==> src/rtl/text_line_driver.sv <==
// Text line driver: fetches a string from text memory and feeds it, one glyph at a
// time, to a character renderer while advancing a pen cursor with wrap and clipping.
module text_line_driver #(
  parameter int unsigned X_W    = 8,
  parameter int unsigned Y_W    = 7,
  parameter int unsigned CHAR_W = 7,
  parameter int unsigned SIZE_W = 4,
  parameter int unsigned LEN_W  = 6,
  parameter int unsigned FONT_W = 5,
  parameter int unsigned FONT_H = 7
) (
  input  logic              i_clock,
  input  logic              i_reset,
  input  logic              i_start,
  input  logic [LEN_W-1:0]  i_text_length,
  input  logic [X_W-1:0]    i_origin_x,
  input  logic [Y_W-1:0]    i_origin_y,
  input  logic [SIZE_W-1:0] i_size,
  input  logic [X_W-1:0]    i_bound_x,
  input  logic [Y_W-1:0]    i_bound_y,
  output logic [LEN_W-1:0]  o_mem_addr,
  input  logic [CHAR_W-1:0] i_mem_data,
  output logic [CHAR_W-1:0] o_char,
  output logic [X_W-1:0]    o_char_origin_x,
  output logic [Y_W-1:0]    o_char_origin_y,
  output logic [SIZE_W-1:0] o_char_size,
  output logic              o_char_enable,
  input  logic              i_char_finished,
  output logic              o_busy,
  output logic              o_done,
  output logic              o_truncated
);

  localparam int unsigned XE = X_W + 1;
  localparam int unsigned YE = Y_W + 1;
  localparam int unsigned LE = LEN_W + 1;
  localparam logic [CHAR_W-1:0] CharNl = CHAR_W'(10);
  localparam logic [CHAR_W-1:0] CharSp = CHAR_W'(32);

  typedef enum logic [2:0] {
    StIdle, StFetch, StWait, StCheck, StRender, StNext, StDone
  } state_t;

  state_t r_state, w_state_next;

  logic [LEN_W-1:0]  r_len, r_idx;
  logic [X_W-1:0]    r_org_x, r_bnd_x, r_pen_x;
  logic [Y_W-1:0]    r_org_y, r_bnd_y, r_pen_y;
  logic [SIZE_W-1:0] r_size;

  // One extra bit on every cursor sum so overflow past a bound is never aliased.
  logic [X_W:0] w_adv_x, w_pen_x_adv;
  logic [Y_W:0] w_adv_y, w_glyph_h, w_pen_y_adv, w_pen_y_bot;
  logic         w_is_nl, w_is_sp, w_wrap, w_clip, w_last;

  assign w_adv_x     = XE'(r_size) * XE'(FONT_W + 1);
  assign w_adv_y     = YE'(r_size) * YE'(FONT_H + 1);
  assign w_glyph_h   = YE'(r_size) * YE'(FONT_H);
  assign w_pen_x_adv = XE'(r_pen_x) + w_adv_x;
  assign w_pen_y_adv = YE'(r_pen_y) + w_adv_y;
  assign w_pen_y_bot = YE'(r_pen_y) + w_glyph_h;
  assign w_is_nl     = (i_mem_data == CharNl);
  assign w_is_sp     = (i_mem_data == CharSp);
  // A glyph already at the left margin never wraps, otherwise it would loop forever.
  assign w_wrap      = (w_pen_x_adv > XE'(r_bnd_x)) && (r_pen_x != r_org_x);
  assign w_clip      = (w_pen_y_bot > YE'(r_bnd_y));
  assign w_last      = ((LE'(r_idx) + LE'(1)) == LE'(r_len));

  always_ff @(posedge i_clock) begin
    if (i_reset) r_state <= StIdle;
    else         r_state <= w_state_next;
  end

  always_comb begin
    w_state_next = r_state;
    unique case (r_state)
      StIdle:   if (i_start) w_state_next = (i_text_length == '0) ? StDone : StFetch;
      StFetch:  w_state_next = StWait;
      StWait:   w_state_next = StCheck;
      StCheck: begin
        if (w_is_nl || w_is_sp) w_state_next = StNext;
        else if (w_wrap)        w_state_next = StCheck;
        else if (w_clip)        w_state_next = StDone;
        else                    w_state_next = StRender;
      end
      StRender: if (i_char_finished) w_state_next = StNext;
      StNext:   w_state_next = w_last ? StDone : StFetch;
      StDone:   w_state_next = StIdle;
      default:  w_state_next = StIdle;
    endcase
  end

  always_ff @(posedge i_clock) begin
    if (i_reset) begin
      r_len <= '0; r_idx <= '0; r_size <= '0;
      r_org_x <= '0; r_bnd_x <= '0; r_pen_x <= '0;
      r_org_y <= '0; r_bnd_y <= '0; r_pen_y <= '0;
      o_mem_addr <= '0; o_char <= '0; o_char_origin_x <= '0; o_char_origin_y <= '0;
      o_char_size <= '0; o_char_enable <= 1'b0;
      o_busy <= 1'b0; o_done <= 1'b0; o_truncated <= 1'b0;
    end else begin
      o_done <= 1'b0;
      unique case (r_state)
        StIdle: begin
          if (i_start) begin
            r_len <= i_text_length; r_size <= i_size;
            r_org_x <= i_origin_x; r_bnd_x <= i_bound_x; r_pen_x <= i_origin_x;
            r_org_y <= i_origin_y; r_bnd_y <= i_bound_y; r_pen_y <= i_origin_y;
            r_idx <= '0;
            o_truncated <= 1'b0;
            o_busy <= 1'b1;
          end
        end
        StFetch: o_mem_addr <= r_idx;
        StCheck: begin
          if (w_is_nl || (!w_is_sp && w_wrap)) begin
            r_pen_x <= r_org_x;
            r_pen_y <= w_pen_y_adv[Y_W-1:0];
          end else if (w_is_sp) begin
            r_pen_x <= w_pen_x_adv[X_W-1:0];
          end else if (w_clip) begin
            o_truncated <= 1'b1;
          end else begin
            o_char <= i_mem_data;
            o_char_origin_x <= r_pen_x;
            o_char_origin_y <= r_pen_y;
            o_char_size <= r_size;
            o_char_enable <= 1'b1;
          end
        end
        StRender: begin
          if (i_char_finished) begin
            o_char_enable <= 1'b0;
            r_pen_x <= w_pen_x_adv[X_W-1:0];
          end
        end
        StNext: r_idx <= r_idx + LEN_W'(1);
        StDone: begin
          o_done <= 1'b1;
          o_busy <= 1'b0;
        end
        default: ;
      endcase
    end
  end

endmodule

==> config.mk <==
export PLATFORM = sky130hd
export DESIGN_NAME = text_line_driver
export DESIGN_NICKNAME = d
export VERILOG_FILES = /design/src/rtl/text_line_driver.sv
export SDC_FILE = /design/constraint.sdc
export NUM_CORES = 1
export LEC_CHECK = 0
export CORE_ASPECT_RATIO = 1.4
export CORE_MARGIN = 10
export CORE_UTILIZATION = 35
export CTS_CLUSTER_SIZE = 16
export DETAILED_ROUTE_END_ITERATION = 10
export REMOVE_ABC_BUFFERS = 1
export SLEW_MARGIN = 20
export SYNTH_ARGS = -nofsm -noshare
export SYNTH_HDL_FRONTEND = slang
export SYNTH_SLANG_ARGS = --single-unit
export TNS_END_PERCENT = 100
==> constraint.sdc <==
create_clock -name i_clock -period 3.9 [get_ports i_clock]
set_input_delay 0.78 -clock i_clock [delete_from_list [all_inputs] [get_ports i_clock]]
set_output_delay 0.78 -clock i_clock [all_outputs]
set_load 0.01 [all_outputs]
==> Yosys cells after proc, flatten, opt, wreduce, memory -nomap -nowiden <==
Cells that the tools add are included.
{ "classes": {"bitwise": 3, "n_eq_ne": 18, "n_lt_le_gt_ge": 2, "muxes": 31, "add_sub_neg": 5, "mul": 2, "reduce_logical": 21} }
{ "ops": {"columns": ["cell", "count"], "rows": [
  ["$mux W8", 4],
  ["$pmux W8 S3", 1],
  ["$mux W3", 6],
  ["$pmux W3 S6", 1],
  ["$mux W7", 2],
  ["$ne A2 B2 Y1 const B", 7],
  ["$pmux W7 S2", 1],
  ["$pmux W6 S2", 1],
  ["$mux W1", 10],
  ["$reduce_and A5 Y1", 2],
  ["$add A8 B7 Y9", 1],
  ["$eq A3 B3 Y1 const B", 3],
  ["$gt A9 B8 Y1", 1],
  ["$add A7 B7 Y8", 1],
  ["$gt A8 B7 Y1", 1],
  ["$ne A8 B8 Y1", 1],
  ["$reduce_and A2 Y1", 4],
  ["$reduce_and A4 Y1", 2],
  ["$reduce_bool A2 Y1", 4],
  ["$add A6 B1 Y7 const B", 1],
  ["$add A7 B7 Y7", 1],
  ["$eq A7 B4 Y1 const B", 1],
  ["$eq A7 B6 Y1", 1],
  ["$eq A7 B6 Y1 const B", 1],
  ["other kinds (17)", 24]
]} }
{ "totals": {"in_bits": 51, "out_inout_bits": 36, "ff_bits": 93} }

==> Logic depth before layout (Yosys ltp) <==
{ "depth": {"word_depth": 8, "ltp_mapped": 19} }

==> Worst setup path after synthesis <==
OpenSTA, ideal clock, no wires.
{ "synth_timing": {"path_kind": "register to register", "startpoint": "reg r_size[1]", "endpoint": "reg o_char_origin_x[2]", "arrival_ns": 4.043, "path_slack_ns": -0.271, "path_stages_with_launch": 20, "path_cell_list": "dfxtp_1 ha_1 fa_1 ha_1 nor2b_1 o21ai_0 nand2b_1 a21o_1 a21oi_1 xnor2_1 ha_1 a211oi_2 o211ai_1 o211ai_2 a21oi_2 nor4_2 buf_6 buf_12 mux2i_1 nor2_1"} }
{ "synth_via": {"elab_chain_len": 8} }
{ "synth_rtl": {"columns": ["element", "line_no", "text"], "rows": [
  ["start: declaration", "49", "logic [SIZE_W-1:0] r_size;"],
  ["start signal: assignment", "106", "r_len <= i_text_length; r_size <= i_size;"],
  ["$mul A4 B2 Y6", "56", "assign w_adv_x = XE'(r_size) * XE'(FONT_W + 1);"],
  ["$add A8 B7 Y9", "59", "assign w_pen_x_adv = XE'(r_pen_x) + w_adv_x;"],
  ["$gt A9 B8 Y1", "65", "assign w_wrap = (w_pen_x_adv > XE'(r_bnd_x)) && (r_pen_x != r_org_x);"],
  ["$logic_and A1 B1 Y1", "65", null],
  ["$logic_and A1 B1 Y1", "116", "if (w_is_nl || (!w_is_sp && w_wrap)) begin"],
  ["$logic_or A1 B1 Y1", "116", null],
  ["$not A1 Y1 (no source line)", null, null],
  ["$reduce_and A4 Y1 (no source line) *", null, null],
  ["end signal: assignment", "125", "o_char_origin_x <= r_pen_x;"],
  ["end: declaration", "24", "output logic [X_W-1:0] o_char_origin_x,"]
]} }
Every way passes the cells marked *; elsewhere a longest branch is shown, timed or not.
A chain may end at the register's enable or synchronous reset.

==> Worst setup path after layout <==
{ "layout_timing": {"startpoint": "reg r_size[1]", "endpoint": "reg r_pen_x[6]"} }
{ "layout_via": {"elab_chain_len": 8} }
{ "layout_rtl": {"columns": ["element", "line_no", "text"], "rows": [
  ["$mul A4 B2 Y6 *", "56", null],
  ["$add A8 B7 Y9 *", "59", null],
  ["$gt A9 B8 Y1", "65", null],
  ["$logic_and A1 B1 Y1", "65", null],
  ["$logic_and A1 B1 Y1", "116", null],
  ["$logic_or A1 B1 Y1", "116", null],
  ["$ne A3 B3 Y1 (no source line) or $mux W8 (tied branches)", null, null],
  ["$reduce_and A4 Y1 (no source line) or $pmux W8 S3 (tied branches)", null, null],
  ["end signal: assignment", "117", "r_pen_x <= r_org_x;"],
  ["end signal: assignment", "120", "r_pen_x <= w_pen_x_adv[X_W-1:0];"],
  ["end signal: assignment", "134", "r_pen_x <= w_pen_x_adv[X_W-1:0];"],
  ["end: declaration", "47", "logic [X_W-1:0] r_org_x, r_bnd_x, r_pen_x;"]
]} }
Every way passes the cells marked *; elsewhere a longest branch is shown, timed or not. The select of a mux whose other input is x is not followed.

==> impl_metrics.ini <==
[power]
powerDensity_nw_per_um2 = 426
p_total_mw = 3.15
power_frac_comb = 0.377
intPower_mw = 2.12
clkPwrFrac = 0.281
peakVddDrop_mv = 0.213
pwr-share-seq = 0.342
switching_share = 0.329
p_leak_nw = 2.94
switchingPower_mw = 1.04

[clocking]
cts_root_buffer = clkbuf_16
clock_sinks = 93
clk_latency_ns = 0.35
cts_buffers = 9
ctsLongestPathBuffers = 2
h-tree-depth = 3
clkTransAtPathRegs_ns = 0.06
cts_tree = built
hold_buffers = 0

[logic_synthesis]
synth_top_flop_cell = dfxtp_1
synth.distinct_cells = 72
synth_edf_count = 0
synth_cells = 602
synth.top_cells.by_area = dfxtp_1 (35%), ha_1 (9.4%), nand2_1 (6.2%), mux2i_1 (6.0%), a21oi_1 (5.3%)
synth_top_area_share = 0.351
syn_area_per_cell_um2 = 8.81
synth_warnings = 0
synthArstFlopShare = 0
ys_ff_latch = 93
syn_area_um2 = 5300
synth_seq_area_share = 0.351
yosysTopAreaCell = dfxtp_1

[die]
start_util = 0.355
rows = 53
die_w_um = 124
die_h_um = 166
design.core.area_um2 = 14900
ios = 87
die-area_um2 = 20500

[grt]
grt_pass1_vias = 4935
use_met1 = 0.160
use_met3 = 0.0330
met2_usage = 0.253
grt_pass1_wl_mm = 24.4
grt_max_degree = 47
grt-ovfl-total = 0
grt.total_usage = 0.146
busiest_layer = met2
antenna_found_initial = 0

[timing]
timing.final.max_slew_violations = 0
maxSlewHeadroom = 0.495
period_needed_ns = 4.18
finalHoldViolCount = 0
finalCritPeriodShare = 1.07
max_slew.worst_pin.slew_ns = 0.757
layout_setup_ws_ns = -0.284
finalSetupViolations = 40
whs_ns = 0.455
max_freq_mhz = 239
skew_ns = 0.00873
rsz0062_at_grt = true
fin_tns_setup_ns = -8.09

[route]
vias_per_cell = 5.12
wire_per_inst_um = 16.4
drc = 0
routed_wl_mm = 15.3
vias = 4777
antenna_left = 0
drt-initial-drc-count = 205
dr.pass1.iters = 4

[place]
place_area_um2 = 6580
hpwl_mm = 11.1
post-place-cells = 893
io_buffers = 86
gp_congestion = 0.866
place_ws_ns = -0.448

[layout]
finalNonFillerCells = 933
fin_util = 0.496
nets = 837
syn_to_final_growth_pct = 39.6
fin_area_um2 = 7400
drive_above_1_share = 0.193
diodes = 0

[worst_setup_path]
endpoint_kind = flop
cp_data_required_time_ns = 4.19
criticalPathCategory = reg2reg
cp_slowest_cell = fa_2
path_common_cell = buf_6
start_kind = flop
crit_chain = ha_2 > fa_2 > ha_4 > nor2b_1 > o21ai_1 > nand2b_1 > a21o_1 > a21oi_2 > xnor2_2 > ha_4 > nand2_2 > o32a_1 > o211ai_2 > buf_6 > buf_6 > a221oi_2 > a211o_1 > buf_6 > a211oi_4 > buf_6 > a221o_1
crit_arrival_ns = 4.48
crit_buf_inv = 4
crit_fanout = 6
critPathMaxStageDelay_ns = 0.55
timing.critical_path.max_delay_family = compound AO/OA/AOI/OAI gates

[min_path]
hold_class = reg2reg

[flow_run]
maxCapViolations = 0

[status]
status = complete, but fails checks
violations = setup timing
repair_timing:
action,CTS,global route
hold endpoints to repair,0,0
setup endpoints to repair,42,42
buffers inserted,15,8
cloned,2,1
pin swaps,32,33
resized for setup,43,26
cell type report:
class / count / area (um^2)
well taps: 192 / 240
multi-input cells: 446 / 3390
clock buffers: 9 / 225
repair buffers: 152 / 1480
clock inverters: 6 / 71.3
flip-flops and latches: 93 / 1870
inverters: 35 / 131
fillers: 1403 / 7520
Yosys cell counts, drive strengths merged (4+ instances only):
master	instances
a211oi	5
a21o	11
a21oi	58
a221o	6
a22o	5
a31oi	6
buf	7
clkbuf	21
dfxtp	93
fa	9
ha	40
inv	35
mux2i	32
nand2	87
nand3	12
nor2	61
nor3	5
nor3b	4
nor4	4
o211ai	4
o21ai	11
o21bai	4
xnor2	24
xor2	4
path summary, 6_finish.rpt:
check | from | cells after the start | slack [ns] | end
setup / recovery | r_size[1] | 21 | -0.28 | r_pen_x[6]
hold / removal | r_bnd_x[3] | 2 | 0.46 | r_bnd_x[3]
setup reg to reg | r_size[1] | 21 | -0.28 | r_pen_x[6]
hold reg to reg | r_bnd_x[3] | 2 | 0.46 | r_bnd_x[3]
cells by family (layout without fill, tap and decap cells):
group                    Yosys count  count (layout)  share of synthesized area
flip-flops                        93              93                      0.351
adder cells (fa/ha/maj)           49              49                      0.128
AND/OR/NAND/NOR                  203             203                      0.179
XOR/XNOR                          29              29                     0.0505
buffers and inverters             63             202                     0.0536
AO/OA/AOI/OAI                    132             132                      0.175
multiplexers                      33              33                     0.0625
flip-flops by register name (all words and copies together) (netlist names):
signal           count
o_busy               1
o_char               7
o_char_enable        1
o_char_origin_x      8
o_char_origin_y      7
o_char_size          4
o_done               1
o_mem_addr           6
o_truncated          1
r_bnd_x              8
r_bnd_y              7
r_idx                6
r_len                6
r_org_x              8
r_pen_x              8
r_pen_y              7
r_size               4
r_state              3
cell usage in the layout, fill, tap and decap left out, types with 3 or more instances in the layout:
| master | netlist | routed |
|---|---|---|
| ha_4 | 0 | 4 |
| clkdlybuf4s50_1 | 0 | 85 |
| ha_1 | 40 | 35 |
| a221o_1 | 6 | 6 |
| a21oi_2 | 1 | 7 |
| nand2b_1 | 3 | 3 |
| nand3b_1 | 3 | 3 |
| dfxtp_2 | 0 | 3 |
| xnor2_2 | 0 | 3 |
| o21bai_1 | 4 | 4 |
| buf_6 | 2 | 13 |
| xnor2_1 | 24 | 21 |
| a211o_1 | 3 | 3 |
| a21oi_1 | 56 | 49 |
| nor2_1 | 59 | 55 |
| a22o_1 | 5 | 5 |
| dfxtp_1 | 93 | 89 |
| o21ai_1 | 3 | 4 |
| nor2_2 | 2 | 4 |
| a21o_1 | 10 | 10 |
| xor2_1 | 4 | 4 |
| fa_1 | 9 | 7 |
| nand3_1 | 12 | 11 |
| inv_1 | 35 | 34 |
| nand2_1 | 87 | 86 |
| o21ai_0 | 8 | 5 |
| a31oi_1 | 6 | 5 |
| mux2i_1 | 32 | 30 |
| and3_1 | 3 | 3 |
| nor3_1 | 5 | 5 |
| nand4_1 | 3 | 3 |
| o211ai_1 | 3 | 3 |
| buf_4 | 0 | 47 |
| clkbuf_16 | 0 | 10 |
routing by layer:
layer / vias up / part of all wire
met4: 0 / 0.041
met5: - / 0
met3: 40 / 0.045
met1: 2260 / 0.39
li1: 2374 / -
met2: 103 / 0.52
worst reg2reg max path, stage by stage, from the launching register on:
cell	delay, ns
dfxtp_2	0.33
ha_2	0.18
fa_2	0.55
ha_4	0.21
nor2b_1	0.13
o21ai_1	0.13
nand2b_1	0.10
a21o_1	0.18
a21oi_2	0.20
xnor2_2	0.12
ha_4	0.29
nand2_2	0.04
o32a_1	0.34
o211ai_2	0.07
buf_6	0.14
buf_6	0.09
a221oi_2	0.04
a211o_1	0.32
buf_6	0.13
a211oi_4	0.23
buf_6	0.16
a221o_1	0.15
power by group through the flow:
stage	Clock, mW	Sequential (mW)	Combinational, mW
floorplan	0	1.08	0.561
detailed placement	0	1.10	0.912
CTS	0.910	1.08	1.07
finish	0.885	1.08	1.19
global route	0.945	1.09	1.30
global placement	0	1.10	0.890
(Power assumes the default switching activity.)
